File: config.mk
export PLATFORM = sky130hd
export DESIGN_NAME = queue_query_engine
export DESIGN_NICKNAME = d
export VERILOG_FILES = /design/src/rtl/queue_query_engine.sv
export SDC_FILE = /design/constraint.sdc
export NUM_CORES = 1
export LEC_CHECK = 0
export CAP_MARGIN = 20
export CORE_MARGIN = 3
export CORE_UTILIZATION = 50
export CTS_CLUSTER_DIAMETER = 60
export DETAILED_ROUTE_END_ITERATION = 16
export PLACE_DENSITY = 0.65
export SLEW_MARGIN = 30
export SYNTH_ARGS = -nofsm -noshare
export SYNTH_HDL_FRONTEND = slang
export SYNTH_SLANG_ARGS = --single-unit
File: constraint.sdc
create_clock -name clk -period 4.3 [get_ports clk]
set_clock_uncertainty 0.2 [all_clocks]
set_input_delay 0.645 -clock clk [delete_from_list [all_inputs] [get_ports clk]]
set_output_delay 0.645 -clock clk [all_outputs]
set_load 0.02 [all_outputs]
File: src/rtl/queue_query_engine.sv
// Bounded circular-buffer model of an int queue that answers array query functions on its live contents.
// One-cycle command-to-response latency; a held response (rsp_ready=0) stalls cmd_ready until consumed.
module queue_query_engine #(
  parameter int DEPTH = 8,
  parameter int WIDTH = 32
) (
  input  logic                     clk,
  input  logic                     rst,
  input  logic                     cmd_valid,
  output logic                     cmd_ready,
  input  logic [2:0]               cmd_op,
  input  logic [WIDTH-1:0]         cmd_data,
  input  logic [2:0]               cmd_qsel,
  input  logic [31:0]              cmd_dim,
  output logic                     rsp_valid,
  input  logic                     rsp_ready,
  output logic [31:0]              rsp_data,
  output logic                     rsp_err,
  output logic [$clog2(DEPTH):0]   count,
  output logic                     empty,
  output logic                     full
);

  localparam int AW = $clog2(DEPTH);
  localparam int CW = AW + 1;
  localparam logic [31:0] W32 = 32'(WIDTH);

  localparam logic [2:0] OP_PUSH_BACK  = 3'd0;
  localparam logic [2:0] OP_PUSH_FRONT = 3'd1;
  localparam logic [2:0] OP_POP_BACK   = 3'd2;
  localparam logic [2:0] OP_POP_FRONT  = 3'd3;
  localparam logic [2:0] OP_READ       = 3'd4;
  localparam logic [2:0] OP_CLEAR      = 3'd5;
  localparam logic [2:0] OP_QUERY      = 3'd6;

  typedef enum logic {IDLE, RESP} state_t;

  state_t           state;
  logic [WIDTH-1:0] mem [DEPTH];
  logic [AW-1:0]    head;

  logic             accept;
  logic [AW-1:0]    cnt_lo;
  logic [AW-1:0]    tail_idx;
  logic [AW-1:0]    back_idx;
  logic [AW-1:0]    front_idx;
  logic [AW-1:0]    rd_idx;
  logic [31:0]      data_ext;
  logic [31:0]      n32;
  logic [31:0]      nm1;
  logic [31:0]      q_res;
  logic             q_err;
  logic [31:0]      nxt_data;
  logic             nxt_err;
  logic             wr_en;
  logic [AW-1:0]    wr_idx;
  logic [AW-1:0]    nxt_head;
  logic [CW-1:0]    nxt_count;

  function automatic logic [31:0] zext(input logic [WIDTH-1:0] v);
    logic [31:0] r;
    r = '0;
    r[WIDTH-1:0] = v;
    return r;
  endfunction

  assign rsp_valid = (state == RESP);
  assign cmd_ready = !rsp_valid || rsp_ready;
  assign accept    = cmd_valid && cmd_ready;
  assign empty     = (count == '0);
  assign full      = (count == CW'(DEPTH));

  assign cnt_lo    = count[AW-1:0];
  assign tail_idx  = head + cnt_lo;
  assign back_idx  = head + cnt_lo - AW'(1);
  assign front_idx = head - AW'(1);
  assign rd_idx    = head + data_ext[AW-1:0];
  assign n32       = 32'(count);
  assign nm1       = n32 - 32'd1;

  always_comb begin
    data_ext = '0;
    data_ext[WIDTH-1:0] = cmd_data;
  end

  // Dimension 1 is the queue itself (ascending, [0:n-1]); dimension 2 is the packed element range.
  always_comb begin
    q_res = '0;
    q_err = 1'b0;
    if (cmd_qsel == 3'd6) begin
      q_res = 32'd2;
    end else if (cmd_qsel == 3'd7) begin
      q_res = 32'd1;
    end else if (cmd_dim == 32'd1) begin
      case (cmd_qsel)
        3'd1:    q_res = nm1;
        3'd3:    q_res = nm1;
        3'd4:    q_res = n32;
        3'd5:    q_res = (count <= CW'(1)) ? 32'd1 : 32'hFFFF_FFFF;
        default: q_res = '0;
      endcase
    end else if (cmd_dim == 32'd2) begin
      case (cmd_qsel)
        3'd1:    q_res = W32 - 32'd1;
        3'd2:    q_res = W32 - 32'd1;
        3'd4:    q_res = W32;
        3'd5:    q_res = 32'd1;
        default: q_res = '0;
      endcase
    end else begin
      q_err = 1'b1;
    end
  end

  always_comb begin
    nxt_data  = '0;
    nxt_err   = 1'b0;
    wr_en     = 1'b0;
    wr_idx    = tail_idx;
    nxt_head  = head;
    nxt_count = count;
    case (cmd_op)
      OP_PUSH_BACK, OP_PUSH_FRONT: begin
        if (full) begin
          nxt_err = 1'b1;
        end else begin
          wr_en     = 1'b1;
          nxt_count = count + CW'(1);
          nxt_data  = 32'(count + CW'(1));
          if (cmd_op == OP_PUSH_FRONT) begin
            wr_idx   = front_idx;
            nxt_head = front_idx;
          end
        end
      end
      OP_POP_BACK: begin
        if (empty) begin
          nxt_err = 1'b1;
        end else begin
          nxt_count = count - CW'(1);
          nxt_data  = zext(mem[back_idx]);
        end
      end
      OP_POP_FRONT: begin
        if (empty) begin
          nxt_err = 1'b1;
        end else begin
          nxt_count = count - CW'(1);
          nxt_head  = head + AW'(1);
          nxt_data  = zext(mem[head]);
        end
      end
      OP_READ: begin
        if (data_ext >= n32) nxt_err = 1'b1;
        else                 nxt_data = zext(mem[rd_idx]);
      end
      OP_CLEAR: begin
        nxt_head  = '0;
        nxt_count = '0;
      end
      OP_QUERY: begin
        nxt_err  = q_err;
        nxt_data = q_err ? 32'd0 : q_res;
      end
      default: nxt_err = 1'b1;
    endcase
  end

  always_ff @(posedge clk or posedge rst) begin
    if (rst) begin
      state    <= IDLE;
      rsp_data <= '0;
      rsp_err  <= 1'b0;
      head     <= '0;
      count    <= '0;
    end else if (accept) begin
      state    <= RESP;
      rsp_data <= nxt_data;
      rsp_err  <= nxt_err;
      head     <= nxt_head;
      count    <= nxt_count;
    end else if (rsp_ready) begin
      state    <= IDLE;
    end
  end

  // Storage is deliberately left unreset; only head/count define validity.
  always_ff @(posedge clk) begin
    if (accept && wr_en && !rst) mem[wr_idx] <= cmd_data;
  end

endmodule

==> results of run 1 <==
worst min-delay path, stage by stage (launching register included):
cell,delay (ns)
dfrtp_1,0.35
nand2_1,0.05
o21ai_1,0.06
metrics by stage:
stage               setup slack (ns)  hold WS, ns  power [mW]  instances
global placement               0.489        0.284        12.8       1532
global route                   0.297        0.347        16.3       1597
detailed placement             0.510        0.293        12.8       1532
CTS                            0.504        0.307        15.6       1597
finish                         0.475        0.298        15.5       1597
floorplan                     0.0657        0.398        10.3       1009
path summary, 6_finish.rpt:
path | depth (start not counted) | start | slack [ns] | to
min reg2reg | 2 | rsp_data[2] | 0.30 | rsp_data[2]
max in group asynchronous | 3 | rst | 2.69 | rsp_data[30]
max | 11 | count[0] | 0.48 | rsp_data[16]
min | 2 | rsp_data[2] | 0.30 | rsp_data[2]
min in group asynchronous | 2 | rst | 0.52 | rsp_data[11]
max reg2reg | 11 | count[0] | 0.48 | rsp_data[16]
cell type report:
class | count | area, sq um
Clock buffer | 46 | 938
Tap cell | 442 | 553
Clock inverter | 19 | 118
Timing Repair Buffer | 164 | 1600
Fill cell | 2443 | 13100
Inverter | 10 | 38.8
Sequential cell | 297 | 8720
Multi-Input combinational cell | 619 | 7580
registers in the layout, indices dropped and copies added (netlist names):
| register | cells |
|---|---|
| count | 4 |
| mem | 256 |
| rsp_err | 1 |
| head | 3 |
| rsp_valid | 1 |
| rsp_data | 32 |
per-layer routing:
layer,share of wire,vias up
li1,-,4521
met1,0.40,5553
met2,0.48,526
met3,0.087,96
met4,0.028,0
met5,0,-
layout by cell type (no fill, tap or decap), types with 10 or more instances in the layout:
master / n
buf_4: 43
mux2i_1: 95
nor2_1: 21
o21a_1: 27
a22oi_1: 27
dfrtp_1: 38
o21ai_1: 37
clkbuf_1: 10
a21oi_1: 17
ha_1: 10
nand3_1: 14
nand2_1: 24
nor4_1: 15
clkbuf_16: 36
clkdlybuf4s50_1: 114
mux4_2: 192
o22ai_1: 28
edfxtp_1: 256
power by group:
part / internal, mW / switching, mW / total (mW)
logic: 4.60 / 4.65 / 9.25
registers: 3.34 / 0.192 / 3.53
clock network: 1.56 / 1.18 / 2.73
logic make-up after synthesis:
| kind of cell | Yosys count | synth area share |
|---|---|---|
| buffers and inverters | 93 | 0.0240 |
| XOR/XNOR | 13 | 0.00823 |
| AND/OR/NAND/NOR | 126 | 0.0393 |
| flip-flops | 297 | 0.526 |
| adder cells (fa/ha/maj) | 15 | 0.0122 |
| AO/OA/AOI/OAI | 173 | 0.0690 |
| multiplexers | 292 | 0.322 |
==> flow_metrics.env, run 1 <==
export IMPL_status="completed"
export IMPL_worst_pin_slew_ns=0.961
export IMPL_design_area_sq_um=19500
export IMPL_first_pass_iters=5
export IMPL_antenna_found_initial=0
export IMPL_core_sq_um=32600
export IMPL_synth_top_cell_by_area="edfxtp_1"
export IMPL_grt_util_all_layers=0.263
export IMPL_post_cts_buffers=0
export IMPL_synth_ff_type="edfxtp_1"
export IMPL_place_area_sq_um=18500
export IMPL_ant_nets=0
export IMPL_arrival_ns=4.01
export IMPL_synth_cells=1009
export IMPL_worstPathCellList="ha_4, fa_1, inv_1, ha_2, xnor2_1, xnor2_4, buf_4, mux2i_1, o22ai_1, a22oi_1, o21ai_1"
export IMPL_clock_root_buffer="clkbuf_16"
export IMPL_critPathRequiredTime_ns=4.48
export IMPL_cap_violations=0
export IMPL_place_congestion=0.810
export IMPL_synth_top_area_frac=0.464
export IMPL_cp_max_fo=13
export IMPL_via_per_inst=6.70
export IMPL_globalRoute_busiestLayer="met2"
export IMPL_ctsResizeCount=0
export IMPL_cp_end_kind="register"
export IMPL_clock_path_buffers=3
export IMPL_p_per_area_nw_per_um2=794
export IMPL_hold_buffers=0
export IMPL_hold_class="register to register"
export IMPL_min_period_over_period=0.889
export IMPL_h_tree_depth=2
export IMPL_synth_most_common_cell="edfxtp_1"
export IMPL_start_util=0.508
export IMPL_hold_viol_final=0
export IMPL_routed_via_count=10700
export IMPL_ys_top_cells_by_count="256 x edfxtp_1, 192 x mux4_2, 95 x mux2i_1"
export IMPL_avgSynthCellArea_sq_um=16.4
export IMPL_setup_viol=0
export IMPL_fp_dieArea_sq_um=35400
export IMPL_rows=66
export IMPL_ys_seq_area_frac=0.526
export IMPL_synth_area_sq_um=16600
export IMPL_place_port_buffers=114
export IMPL_synth_cell_types=61
export IMPL_met3_usage=0.0555
export IMPL_drc=0
export IMPL_leakage_nw=6.49
export IMPL_cts_tree="built"
export IMPL_cp_slowest_cell="xnor2_4"
export IMPL_async_reset_ff_frac=0.138
export IMPL_grt_max_degree=65
export IMPL_antenna_diode_count=0
export IMPL_ys_ff_latch=297
export IMPL_die_height_um=188
export IMPL_final_nets=1217
export IMPL_vdd_ir_drop_worst_uv=931
export IMPL_slowest_delay_ns=0.74
export IMPL_boundaryPins=115
export IMPL_syn_to_final_growth_pct=17.9
export IMPL_die_w_um=188
export IMPL_post_route_util=0.599
export IMPL_maxSlewHeadroom=0.359
export IMPL_clock_latency_ns=0.52
export IMPL_grt_met1_usage=0.366
export IMPL_critPathKind="register to register"
export IMPL_dp_hpwl_um=27600
export IMPL_timing_setup_tns_ns=0
export IMPL_wire_per_inst_um=29.1
export IMPL_yosys_top_cells_area="edfxtp_1 46%, mux4_2 26%, dfrtp_1 6.2%"
export IMPL_numCtsBuffers=36
export IMPL_grt_pass1_wl_um=70000
export IMPL_final_max_slew_viol_count=0
export IMPL_rsz0062_at_grt="false"
export IMPL_syn_num_nets=1098
export IMPL_period_minus_slack_ns=3.82
export IMPL_yosysWarnings=0
export IMPL_fmax_mhz=261
export IMPL_cp_start_kind="register"
export IMPL_cts_sinks=297
export IMPL_grt_pass1_vias=11100
export IMPL_drt_iter0_markers=987
export IMPL_clk_transition_reported_paths_ns=0.06
export IMPL_grt_overflow=0
export IMPL_path_buf_inv=2
export IMPL_finalWirelength_um=46500
export IMPL_critPathTopFamily="XOR/XNOR gates"
export IMPL_drive_above_1_share=0.274
export IMPL_grt_use_met2=0.422
export IMPL_synth_edf_count=256
No activity file was read; power rests on OpenSTA's default activity.
==> inputs of run 2 (changes only) <==
--- a/config.mk
+++ b/config.mk
@@ -8,9 +8,11 @@
 export CAP_MARGIN = 20
 export CORE_MARGIN = 3
 export CORE_UTILIZATION = 50
+export CTS_BUF_LIST = sky130_fd_sc_hd__clkbuf_4
 export CTS_CLUSTER_DIAMETER = 60
 export DETAILED_ROUTE_END_ITERATION = 16
 export PLACE_DENSITY = 0.65
+export REMOVE_ABC_BUFFERS = 1
 export SLEW_MARGIN = 30
 export SYNTH_ARGS = -nofsm -noshare
 export SYNTH_HDL_FRONTEND = slang
==> flow_metrics.env, run 2 (same netlist as run 1, synthesis figures left out) <==
export IMPL_slowest_delay_ns=0.55
export IMPL_boundaryPins=115
export IMPL_largest_reg_flops=256
export IMPL_rows=66
export IMPL_rsz0062_at_grt="false"
export IMPL_clock_root_buffer="clkbuf_4"
export IMPL_layout_common_cells="256 x edfxtp_1, 192 x mux4_2, 121 x clkbuf_4, 114 x clkdlybuf4s50_1, 95 x mux2i_1"
export IMPL_cp_end_kind="register"
export IMPL_p_per_area_nw_per_um2=779
export IMPL_cts_tree="built"
export IMPL_critPathRequiredTime_ns=4.46
export IMPL_wire_per_inst_um=27.3
export IMPL_setup_viol=0
export IMPL_r2r_end="mem[2][7]"
export IMPL_period_minus_slack_ns=3.96
export IMPL_grt_pass1_vias=11200
export IMPL_clock_path_buffers=3
export IMPL_drt_iter0_markers=1054
export IMPL_hold_class="input pin to async pin"
export IMPL_place_congestion=0.816
export IMPL_final_common_cell="edfxtp_1"
export IMPL_syn_to_final_growth_pct=18.3
export IMPL_start_util=0.508
export IMPL_maxSlewHeadroom=0.410
export IMPL_postLayoutSetupSlackWorst_ns=0.337
export IMPL_hold_buffers=0
export IMPL_cp_max_fo=9
export IMPL_post_route_util=0.601
export IMPL_grt_pass1_wl_um=69100
export IMPL_finalWirelength_um=46100
export IMPL_routed_via_count=11200
export IMPL_min_period_over_period=0.922
export IMPL_ant_nets=0
export IMPL_grt_util_all_layers=0.262
export IMPL_dp_hpwl_um=27200
export IMPL_h_tree_depth=3
export IMPL_worstPathCellList="inv_1, ha_1, and3b_1, nor3_1, nand2_1, mux2i_1, xnor2_1, nor2_4, buf_4"
export IMPL_place_port_buffers=114
export IMPL_numCtsBuffers=81
export IMPL_worst_pin_slew_ns=0.879
export IMPL_clock_latency_ns=0.71
export IMPL_final_max_slew_viol_count=0
export IMPL_core_sq_um=32600
export IMPL_final_nets=1266
export IMPL_top_register="mem"
export IMPL_r2r_cells=9
export IMPL_fmax_mhz=252
export IMPL_crit_path_start="count[0]"
export IMPL_drc=0
export IMPL_cts_sinks=297
export IMPL_first_pass_iters=5
export IMPL_die_height_um=188
export IMPL_drive_above_1_share=0.324
export IMPL_ctsResizeCount=0
export IMPL_status="completed"
export IMPL_vdd_ir_drop_worst_uv=741
export IMPL_via_per_inst=6.63
export IMPL_post_cts_buffers=0
export IMPL_cp_start_kind="register"
export IMPL_fp_dieArea_sq_um=35400
export IMPL_grt_max_degree=50
export IMPL_hold_viol_final=0
export IMPL_reg2reg_slack_ns=0.34
export IMPL_path_buf_inv=2
export IMPL_die_w_um=188
export IMPL_critPathTopFamily="simple AND/OR/NAND/NOR gates"
export IMPL_critPathKind="register to register"
export IMPL_arrival_ns=4.13
export IMPL_antenna_found_initial=1
export IMPL_clk_transition_reported_paths_ns=0.07
export IMPL_cap_violations=0
export IMPL_leakage_nw=6.63
export IMPL_r2r_start="count[0]"
export IMPL_top_regs="mem x256, rsp_data x32, count x4"
export IMPL_pre_cts_ws_ns=0.403
export IMPL_cp_slowest_cell="nor3_1"
export IMPL_grt_overflow=0
run 2: worst max path at each step:
stage | end | slack, ns | depth (start not counted)
after detailed placement | mem[2][9] | 0.40 | 7
final | mem[2][7] | 0.34 | 9
after CTS | mem[2][7] | 0.45 | 9
after global placement | mem[2][9] | 0.44 | 7
after floorplan | rsp_data[3] | -3.97 | 9
after global routing | mem[2][7] | 0.27 | 9
run 2: area by class of cell:
cell class	count	area [sq um]
sequential	297	8720
fill	2477	13000
tap	442	553
clock inverter	27	164
inverter	10	37.5
clock buffer	121	908
antenna	1	2.50
timing repair buffer	168	1640
multi-input combinational	619	7580
run 2: power by group:
part | internal (mW) | switching [mW] | total (mW)
Clock | 1.41 | 1.19 | 2.60
Sequential | 3.34 | 0.158 | 3.50
Combinational | 4.53 | 4.64 | 9.17
Total | 9.29 | 5.98 | 15.3
run 2: metrics by stage:
stage | cell area (sq um) | power, mW | hold WS [ns] | TNS [ns] | std cells
2_1_floorplan | 16200 | 10.1 | 0.398 | -904.41 | 926
3_3_place_gp | 18500 | 12.7 | 0.303 | 0 | 1536
3_5_place_dp | 18500 | 12.7 | 0.306 | 0 | 1536
4_1_cts | 19600 | 15.4 | 0.120 | 0 | 1684
5_1_grt | 19600 | 16.1 | 0.139 | 0 | 1685
6_report | 19600 | 15.3 | 0.179 | 0 | 1685
run 2: layer usage:
layer,track usage,wire (um)
met5,0,0
met4,0.0736,816
met3,0.0557,4770
met2,0.414,22000
met1,0.376,18500
run 2: worst reg2reg max path: stages, from the launching register on:
cell and delay (ns):
dfrtp_1 0.44, inv_1 0.13, ha_1 0.27, and3b_1 0.23, nor3_1 0.55, nand2_1 0.26
mux2i_1 0.37, xnor2_1 0.33, nor2_4 0.50, buf_4 0.31
==> inputs of run 3 (changes only) <==
--- a/config.mk
+++ b/config.mk
@@ -6,6 +6,7 @@
 export NUM_CORES = 1
 export LEC_CHECK = 0
 export CAP_MARGIN = 20
+export CORE_ASPECT_RATIO = 1.5
 export CORE_MARGIN = 3
 export CORE_UTILIZATION = 50
 export CTS_BUF_LIST = sky130_fd_sc_hd__clkbuf_4
==> flow_metrics.env, run 3 (same netlist as run 1, synthesis figures left out) <==
export IMPL_status="completed"
export IMPL_top_regs="mem x256, rsp_data x32, count x4"
export IMPL_critPathKind="register to register"
export IMPL_whs_ns=0.314
export IMPL_finalWirelength_um=47400
export IMPL_grt_max_degree=64
export IMPL_ctsResizeCount=0
export IMPL_maxSlewHeadroom=0.396
export IMPL_clk_transition_reported_paths_ns=0.06
export IMPL_worst_pin_slew_ns=0.905
export IMPL_die_w_um=155
export IMPL_numCtsBuffers=72
export IMPL_grt_pass1_wl_um=71500
export IMPL_cp_start_kind="register"
export IMPL_final_max_slew_viol_count=0
export IMPL_hold_buffers=0
export IMPL_multi_input_area_sq_um=7580
export IMPL_seqCellArea_sq_um=8720
export IMPL_syn_to_final_growth_pct=17.6
export IMPL_hold_viol_final=0
export IMPL_period_minus_slack_ns=3.62
export IMPL_clock_latency_ns=0.73
export IMPL_post_route_util=0.597
export IMPL_rows=81
export IMPL_drt_iter0_markers=872
export IMPL_h_tree_depth=3
export IMPL_die_height_um=229
export IMPL_antenna_found_initial=1
export IMPL_core_sq_um=32600
export IMPL_drc=0
export IMPL_post_cts_buffers=0
export IMPL_cts_tree="built"
export IMPL_drive_above_1_share=0.313
export IMPL_setup_viol=0
export IMPL_cts_sinks=297
export IMPL_dp_hpwl_um=28700
export IMPL_cp_end_kind="register"
export IMPL_wire_per_inst_um=28.9
export IMPL_final_common_cell="edfxtp_1"
export IMPL_grt_util_all_layers=0.272
export IMPL_nFillCells=2581
export IMPL_hold_class="register to register"
export IMPL_boundaryPins=115
export IMPL_rsz0062_at_grt="false"
export IMPL_first_pass_iters=5
export IMPL_fmax_mhz=276
export IMPL_place_congestion=0.824
export IMPL_largest_reg_flops=256
export IMPL_place_port_buffers=114
export IMPL_grt_overflow=0
export IMPL_critPathRequiredTime_ns=4.51
export IMPL_leakage_nw=6.57
export IMPL_final_nets=1255
export IMPL_min_period_over_period=0.842
export IMPL_ant_nets=0
export IMPL_timing_setup_tns_ns=0
export IMPL_via_per_inst=6.74
export IMPL_clock_path_buffers=3
export IMPL_vdd_ir_drop_worst_uv=678
export IMPL_p_per_area_nw_per_um2=784
export IMPL_fp_dieArea_sq_um=35400
export IMPL_top_register="mem"
export IMPL_layout_common_cells="256 x edfxtp_1, 192 x mux4_2, 114 x clkdlybuf4s50_1, 104 x clkbuf_4, 95 x mux2i_1"
export IMPL_start_util=0.508
export IMPL_arrival_ns=3.83
export IMPL_clock_root_buffer="clkbuf_4"
export IMPL_grt_pass1_vias=11800
export IMPL_routed_via_count=11000
export IMPL_cp_max_fo=7
export IMPL_cap_violations=0
[run 3: changes by cell type in the layout (fill, tap and decap cells not counted), sizes merged]
cell      before  now
clkinvlp       1    0
clkbuf       121  104
inv           12   11
buf           54   52
clkinv        22   23
[run 3: area by class of cell]
class	count	area share
multi-input combinational	619	0.389
sequential	297	0.447
tap	415	0.0266
clock buffer	104	0.0400
antenna	1	0.000128
clock inverter	26	0.00815
inverter	10	0.00193
timing repair buffer	166	0.0870
[run 3: critical path, stage by stage, from the launching register on]
cell	delay (ns)
dfrtp_1	0.47
buf_4	0.20
inv_1	0.14
ha_1	0.25
and3b_1	0.23
nor3_1	0.21
nand2_1	0.18
mux2i_1	0.36
xnor2_1	0.33
nor2_4	0.46
buf_4	0.26
[run 3: path summary, 6_finish.rpt]
kind                                  start      endpoint  slack, ns  depth (start not counted)
min in group asynchronous               rst  rsp_data[11]       0.34                          2
worst min register to register  rsp_data[2]   rsp_data[2]       0.31                          2
max in group asynchronous               rst   rsp_data[1]       2.89                          3
worst max register to register     count[1]     mem[1][2]       0.68                         10
worst max-delay path               count[1]     mem[1][2]       0.68                         10
worst min-delay path            rsp_data[2]   rsp_data[2]       0.31                          2
[run 3: metal layers]
metal  vias up  GRT usage  share of wire
li1       4648          -              -
met1      5701      0.316           0.35
met2       581      0.500           0.54
met3       109     0.0490          0.078
met4         0     0.0986          0.029
met5         -          0              0
[run 3: report_power, final]
part | switching, mW | internal [mW]
Sequential | 0.216 | 3.34
Clock | 1.14 | 1.24
Combinational | 4.68 | 4.68
Total | 6.03 | 9.26
[run 3: per-stage QoR]
| stage | total power, mW | std cells | cell area [sq um] | setup WS [ns] |
|---|---|---|---|---|
| after global placement | 12.8 | 1506 | 18500 | 0.511 |
| final | 15.3 | 1638 | 19500 | 0.678 |
| after detailed placement | 13.0 | 1507 | 18600 | 0.509 |
| after global routing | 16.1 | 1638 | 19500 | 0.471 |
| after floorplan | 10.1 | 926 | 16200 | -3.97 |
| after CTS | 15.4 | 1637 | 19500 | 0.678 |
